<file path="config.mk">
export PLATFORM = sky130hd
export DESIGN_NAME = serial_adder_ctrl
export DESIGN_NICKNAME = d
export VERILOG_FILES = /design/src/rtl/serial_adder_ctrl.sv
export SDC_FILE = /design/constraint.sdc
export NUM_CORES = 1
export LEC_CHECK = 0
export BUFFER_PORTS_ARGS = -buffer_cell sky130_fd_sc_hd__buf_2
export CORE_MARGIN = 3
export CORE_UTILIZATION = 48
export DETAILED_ROUTE_END_ITERATION = 10
export HOLD_SLACK_MARGIN = 0.1
export PLACE_DENSITY = 0.79
export SLEW_MARGIN = 20
export SYNTH_ARGS = -nofsm -noshare
export SYNTH_HDL_FRONTEND = slang
export SYNTH_SLANG_ARGS = --single-unit
</file>
<file path="constraint.sdc">
create_clock -name clk -period 4.75 [get_ports clk]
set_clock_uncertainty 0.05 [all_clocks]
set_input_delay 1.1875 -clock clk [delete_from_list [all_inputs] [get_ports clk]]
set_output_delay 1.1875 -clock clk [all_outputs]
set_load 0.02 [all_outputs]
</file>
<file path="src/rtl/serial_adder_ctrl.sv">
// Sequencing controller for a bit-serial adder: accepts two W-bit operands,
// streams them LSB-first into the adder and assembles the serial sum.
module serial_adder_ctrl #(
    parameter int W       = 8,
    parameter int SUM_LAT = 0
) (
    input  logic         clk,
    input  logic         rst,
    input  logic         in_valid,
    output logic         in_ready,
    input  logic [W-1:0] op_a,
    input  logic [W-1:0] op_b,
    output logic         out_valid,
    input  logic         out_ready,
    output logic [W-1:0] result,
    output logic         cout,
    output logic         busy,
    output logic         sa_a,
    output logic         sa_b,
    output logic         sa_rst,
    input  logic         sa_sum,
    input  logic         sa_carry
);

    localparam int TOT = W + SUM_LAT;
    localparam int CW  = $clog2(TOT + 1);

    typedef enum logic [1:0] {IDLE, CLR, SHIFT, DONE} state_t;

    state_t        r_state, w_nxt;
    logic [CW-1:0] r_cnt;
    logic [W-1:0]  r_sh_a, r_sh_b, r_acc;
    logic          w_accept, w_last, w_sample;
    logic          w_in_ready, w_out_valid, w_busy, w_sa_rst;

    assign w_accept = in_valid && in_ready;
    assign w_last   = (r_state == SHIFT) && (r_cnt == CW'(TOT - 1));
    // The first SUM_LAT cycles of SHIFT only fill the adder's sum pipeline.
    assign w_sample = (r_state == SHIFT) && (int'(r_cnt) >= SUM_LAT);

    always_ff @(posedge clk or negedge rst) begin
        if (!rst) r_state <= IDLE;
        else      r_state <= w_nxt;
    end

    always_comb begin
        w_nxt = r_state;
        case (r_state)
            IDLE:    if (w_accept) w_nxt = CLR;
            CLR:     w_nxt = SHIFT;
            SHIFT:   if (w_last) w_nxt = DONE;
            DONE:    if (out_ready) w_nxt = IDLE;
            default: w_nxt = IDLE;
        endcase
    end

    // Outputs are decoded from the next state so the registered copies line up with the state.
    always_comb begin
        w_in_ready  = (w_nxt == IDLE);
        w_out_valid = (w_nxt == DONE);
        w_busy      = (w_nxt != IDLE);
        w_sa_rst    = (w_nxt == CLR);
    end

    always_ff @(posedge clk or negedge rst) begin
        if (!rst) begin
            in_ready  <= 1'b0;
            out_valid <= 1'b0;
            busy      <= 1'b0;
            sa_rst    <= 1'b1;
        end else begin
            in_ready  <= w_in_ready;
            out_valid <= w_out_valid;
            busy      <= w_busy;
            sa_rst    <= w_sa_rst;
        end
    end

    always_ff @(posedge clk or negedge rst) begin
        if (!rst) begin
            r_sh_a <= '0;
            r_sh_b <= '0;
            r_acc  <= '0;
            r_cnt  <= '0;
            result <= '0;
            cout   <= 1'b0;
            sa_a   <= 1'b0;
            sa_b   <= 1'b0;
        end else begin
            if (w_accept) begin
                r_sh_a <= op_a;
                r_sh_b <= op_b;
            end else if (w_nxt == SHIFT) begin
                r_sh_a <= r_sh_a >> 1;
                r_sh_b <= r_sh_b >> 1;
            end
            // Zero fill of the shifters supplies the trailing zero bits.
            sa_a <= (w_nxt == SHIFT) ? r_sh_a[0] : 1'b0;
            sa_b <= (w_nxt == SHIFT) ? r_sh_b[0] : 1'b0;
            if (r_state == CLR)        r_cnt <= '0;
            else if (r_state == SHIFT) r_cnt <= r_cnt + 1'b1;
            if (w_sample) r_acc <= {sa_sum, r_acc[W-1:1]};
            if (w_last) begin
                result <= {sa_sum, r_acc[W-1:1]};
                cout   <= sa_carry;
            end
        end
    end

endmodule

</file>
**Yosys cells after proc, flatten, opt, wreduce, memory -nomap -nowiden**

Index checks and enable logic that the tools add are counted.
Widths: inputs -> output; s select.

- Flip-flop bits (word level): 45
- Input port bits: 22
- Logic and storage cells: 40

- $add $sub $neg: 1
- Equal/unequal tests: 7
- Muxes and demuxes: 12
- Reduce and logical (&&, ||, !) cells: 7

Operators by type and width:

| cell | count |
|---|---|
| $mux 8 | 4 |
| $eq 2x2->1 const B | 4 |
| $mux 4 | 2 |
| $pmux 2 s4 | 1 |
| $mux 2 | 3 |
| $reduce_bool 2->1 | 3 |
| $add 4x1->4 const B | 1 |
| $eq 2x1->1 const B | 2 |
| $eq 4x3->1 const B | 1 |
| $logic_not 2->1 | 2 |
| $logic_and 1x1->1 | 2 |
| $mux 1 | 2 |

**Logic depth before layout (Yosys ltp)**

- Depth after elaboration: 7
- Mapped depth: 8
- Depth with buffers taken out: 7

**Least setup slack after synthesis**

OpenSTA, ideal clock, no wires.

- Kind: input to register
- Start: in in_valid
- End: reg r_sh_a[0]
- Arrival: 2549 ps
- Slack: 2026 ps
- Stages: 5
- Buffers on the path: 2
- Cells stage by stage: and2_1 > buf_2 > clkbuf_1 > mux2_2 > mux2_4

- Longest elaborated chain between the ends: 5

RTL lines:

| item | RTL line | RTL |
|---|---|---|
| start, declared | 9 | `input logic in_valid,` |
| $logic_and 1x1->1 * | 36 | `assign w_accept = in_valid && in_ready;` |
| $mux 2 | 49 | `IDLE: if (w_accept) w_nxt = CLR;` |
| $pmux 2 s4 | 48 | `case (r_state)` |
| $eq 2x2->1 | 93 | `end else if (w_nxt == SHIFT) begin` |
| $reduce_bool 2->1 (no source line) | -- |  |
| end signal, assigned | 91 | `r_sh_a <= op_a;` |
| end signal, assigned | 94 | `r_sh_a <= r_sh_a >> 1;` |
| end, declared | 32 | `logic [W-1:0] r_sh_a, r_sh_b, r_acc;` |

Every way passes the cells marked *; elsewhere a longest branch is shown, timed or not.
A chain may end at the register's enable or synchronous reset.

**Worst setup path in the final report**

- Start: in in_valid
- End: reg r_sh_b[2]

- Longest elaborated chain between the ends: 5

RTL lines:

| item | RTL line | RTL |
|---|---|---|
| $logic_and 1x1->1 | 36 |  |
| $mux 2 | 49 |  |
| $pmux 2 s4 | 48 |  |
| named net w_nxt[1] | 30 | `state_t r_state, w_nxt;` |
| $eq 2x2->1 | 93 |  |
| $reduce_bool 2->1 (no source line) | -- |  |
| end signal, assigned | 92 | `r_sh_b <= op_b;` |
| end signal, assigned | 95 | `r_sh_b <= r_sh_b >> 1;` |
| end, declared | 32 |  |

The timed path passes the listed nets, and every way through them passes these cells.

==> results.toml <==
[logic_synthesis]
ys_seq_area_share_pct = 54.9
ys_ff_latch = 44
synthCells = 137
ys_warn_count = 0
ys_types = 35
synth_area_um2 = 2010
synth_fp_nets = 164
syn_avg_cell_area_um2 = 14.7

[run]
maxCapViolCount = 0

[place]
io_buffers = 36
dpl_worst_slack_ns = 1.31
place_hpwl_um = 2460
place_area_um2 = 2210
globalplace.congestion = 0.854
dp_cells = 217

[cts]
insertion_delay_ns = 0.30
hold_buffers = 0
cts_resized = 0
cts_buffer_depth = 2
clkTransAtPathRegs_ns = 0.08
cts_setup_buffers = 0
clock_sinks = 44
cts_made_buffers = 5
root_buffer = "clkbuf_8"
htree_num_levels = 2
cts_tree = "done"

[worst_setup_path]
arrival_ns = 3.25
r2r_slack_ns = 1.98
startpoint_type = "input port"
cp.required_ns = 4.88
rr_worst_depth = 6
cp-startpoint = "in_valid"
path_max_fanout = 20
rr_startpoint = "r_state[0]"
worstSetupPathType = "input port to flop"
r2r_end = "r_sh_b[2]"
endpoint_kind = "flop"

[routing]
first_iter_violations = 35
vias = 1166
drt_pre_antenna_iters = 4
avgRoutedWirePerCell_um = 15.0
drc = 0
routed_via_density = 5.18
antenna_left = 0
routed_wl_um = 3390

[power_and_ir_drop]
power.leakage_nw = 1.16
p_per_area_nw_per_um2 = 643
seq_power_share_pct = 42.2
combinationalPowerShare_pct = 41.8
power_switching_mw = 0.493
clkPwrFrac_pct = 16.0
p_int_mw = 0.987
vdd.ir_drop.worst_mv = 0.334
p_sw_share_pct = 33.3

[hold_path]
holdPathStages = 1
hold_path_startpoint = "result[0]"
holdPathEnd = "result[0]"
hp-class = "flop to flop"

[layout]
antenna_cells = 0
num-nets-final = 203
final_cells = 225
fillers = 317
fin_area_um2 = 2300
syn_to_final_growth_pct = 14.6
final_layout_size_suffix_gt1_share_pct = 52.5

[timing]
setup_ws_ns = 1.63
slew_violations = 0
finalSetupTns_ns = 0
finalSetupViolCount = 0
tightestPinTransition_ns = 0.962
rsz0062_at_grt = "false"
min_period_ns = 3.12
fmax_ghz = 0.321
slew_headroom_pct = 35.8
finalHoldViolCount = 0
period_share_pct = 65.7

[global_route]
grt_pass1_wl_um = 5950
grt-ovfl-total = 0
grt_use_total_pct = 15.3
met3_usage_pct = 5.82
grt_start_max_net_pins = 45
use_met1_pct = 17.4
grt_pass1_vias = 1304
grt_use_met2_pct = 25.8
top_usage_layer = "met2"
antenna_found_initial = 0

[die]
fp.dieH_um = 70.7
rows = 22
core-area_um2 = 3850
fp.dieArea_um2 = 5000
chipWidth_um = 70.7
start_util_pct = 52.1
ios = 37

[status]
status = "finished clean"
==> cell usage in the layout (no fill, tap or decap), drive strengths merged, types with 3 or more instances in the layout <==
| master | n |
|---|---|
| ha | 5 |
| clkbuf | 6 |
| dfrtp | 43 |
| o21ai | 4 |
| inv | 6 |
| buf | 36 |
| nand2 | 3 |
| mux2i | 3 |
| mux2 | 41 |
==> power by group through the flow <==
| stage | clock, mW | combinational, mW | sequential (mW) |
|---|---|---|---|
| 4_1_cts | 0.247 | 0.632 | 0.626 |
| 2_1_floorplan | 0 | 0.492 | 0.650 |
| 3_5_place_dp | 0 | 0.629 | 0.632 |
| 5_1_grt | 0.265 | 0.683 | 0.644 |
| 3_3_place_gp | 0 | 0.594 | 0.620 |
| 6_report | 0.236 | 0.619 | 0.624 |
==> kinds of logic after synthesis <==
kind of cell,synth area share (%)
multiplexers,25.8
flip-flops,54.9
AND/OR/NAND/NOR,6.92
AO/OA/AOI/OAI,6.17
buffers and inverters,3.11
adder cells (fa/ha/maj),3.12
==> synthesized netlist by cell type <==
cell type / n / area [um2]
o22ai_1: 1 / 6.26
or2_4: 1 / 8.76
a22o_2: 1 / 10.0
clkbuf_1: 1 / 3.75
and3_1: 2 / 12.5
nor2_1: 2 / 7.51
o31ai_1: 1 / 7.51
a21oi_1: 2 / 10.0
inv_1: 6 / 22.5
nand3b_1: 1 / 7.51
buf_2: 1 / 5.00
nor3_1: 1 / 5.00
o21bai_2: 1 / 11.3
nand2b_1: 2 / 12.5
mux2i_1: 3 / 30.0
dfrtp_1: 43 / 1080
mux2_4: 7 / 105
a22o_1: 1 / 8.76
and2_1: 2 / 12.5
o21a_1: 1 / 7.51
buf_6: 1 / 11.3
nand4b_4: 1 / 23.8
dfstp_2: 1 / 26.3
buf_12: 1 / 20.0
o21ai_0: 4 / 20.0
ha_1: 5 / 62.6
nand4bb_1: 1 / 11.3
nand2_1: 3 / 11.3
and2b_1: 1 / 7.51
or2_2: 1 / 6.26
o211ai_4: 1 / 21.3
nand3_1: 1 / 5.00
nor3b_1: 1 / 7.51
mux2_2: 34 / 383
a31oi_4: 1 / 21.3
==> cell type report <==
type / instances / area (um2) / area share [%]
multi-input cells: 83 / 843 / 36.7
clock inverters: 2 / 10.0 / 0.435
flip-flops and latches: 44 / 1100 / 47.9
repair buffers: 36 / 180 / 7.83
clock buffers: 6 / 82.6 / 3.59
well taps: 48 / 60.1 / 2.61
inverters: 6 / 22.5 / 0.979
==> metrics by stage <==
stage	util, %	total power [mW]	hold slack, ns
2_1_floorplan	-	1.14	0.415
3_3_place_gp	57.3	1.21	0.432
3_5_place_dp	57.3	1.26	0.438
4_1_cts	59.7	1.50	0.456
5_1_grt	59.7	1.59	0.478
6_report	59.7	1.48	0.455
==> layer usage <==
layer	wire length, um	up-vias
met5	0	-
met4	72	0
met3	188	6
met2	1650	30
met1	1470	565
li1	-	565
==> how the worst max path moves through the flow <==
stage,to,slack (ns)
floorplan,r_sh_a[0],2.03
global route,r_sh_b[5],1.49
finish,r_sh_b[2],1.63
global placement,r_sh_b[1],1.41
CTS,r_sh_b[2],1.63
detailed placement,r_sh_b[4],1.31
==> sequential cells by signal (all words and copies together), names as in the netlist <==
signal	flops
cout	1
sa_rst	1
r_acc	7
result	8
r_cnt	4
r_state	2
r_sh_b	8
sa_a	1
out_valid	1
sa_b	1
in_ready	1
busy	1
r_sh_a	8
==> worst max-delay path, stage by stage <==
cell,delay (ns)
buf_2,0.07
and2_1,0.75
o211ai_4,0.22
a31oi_4,0.60
mux2_2,0.41
Power figures use the tool's default switching activity.
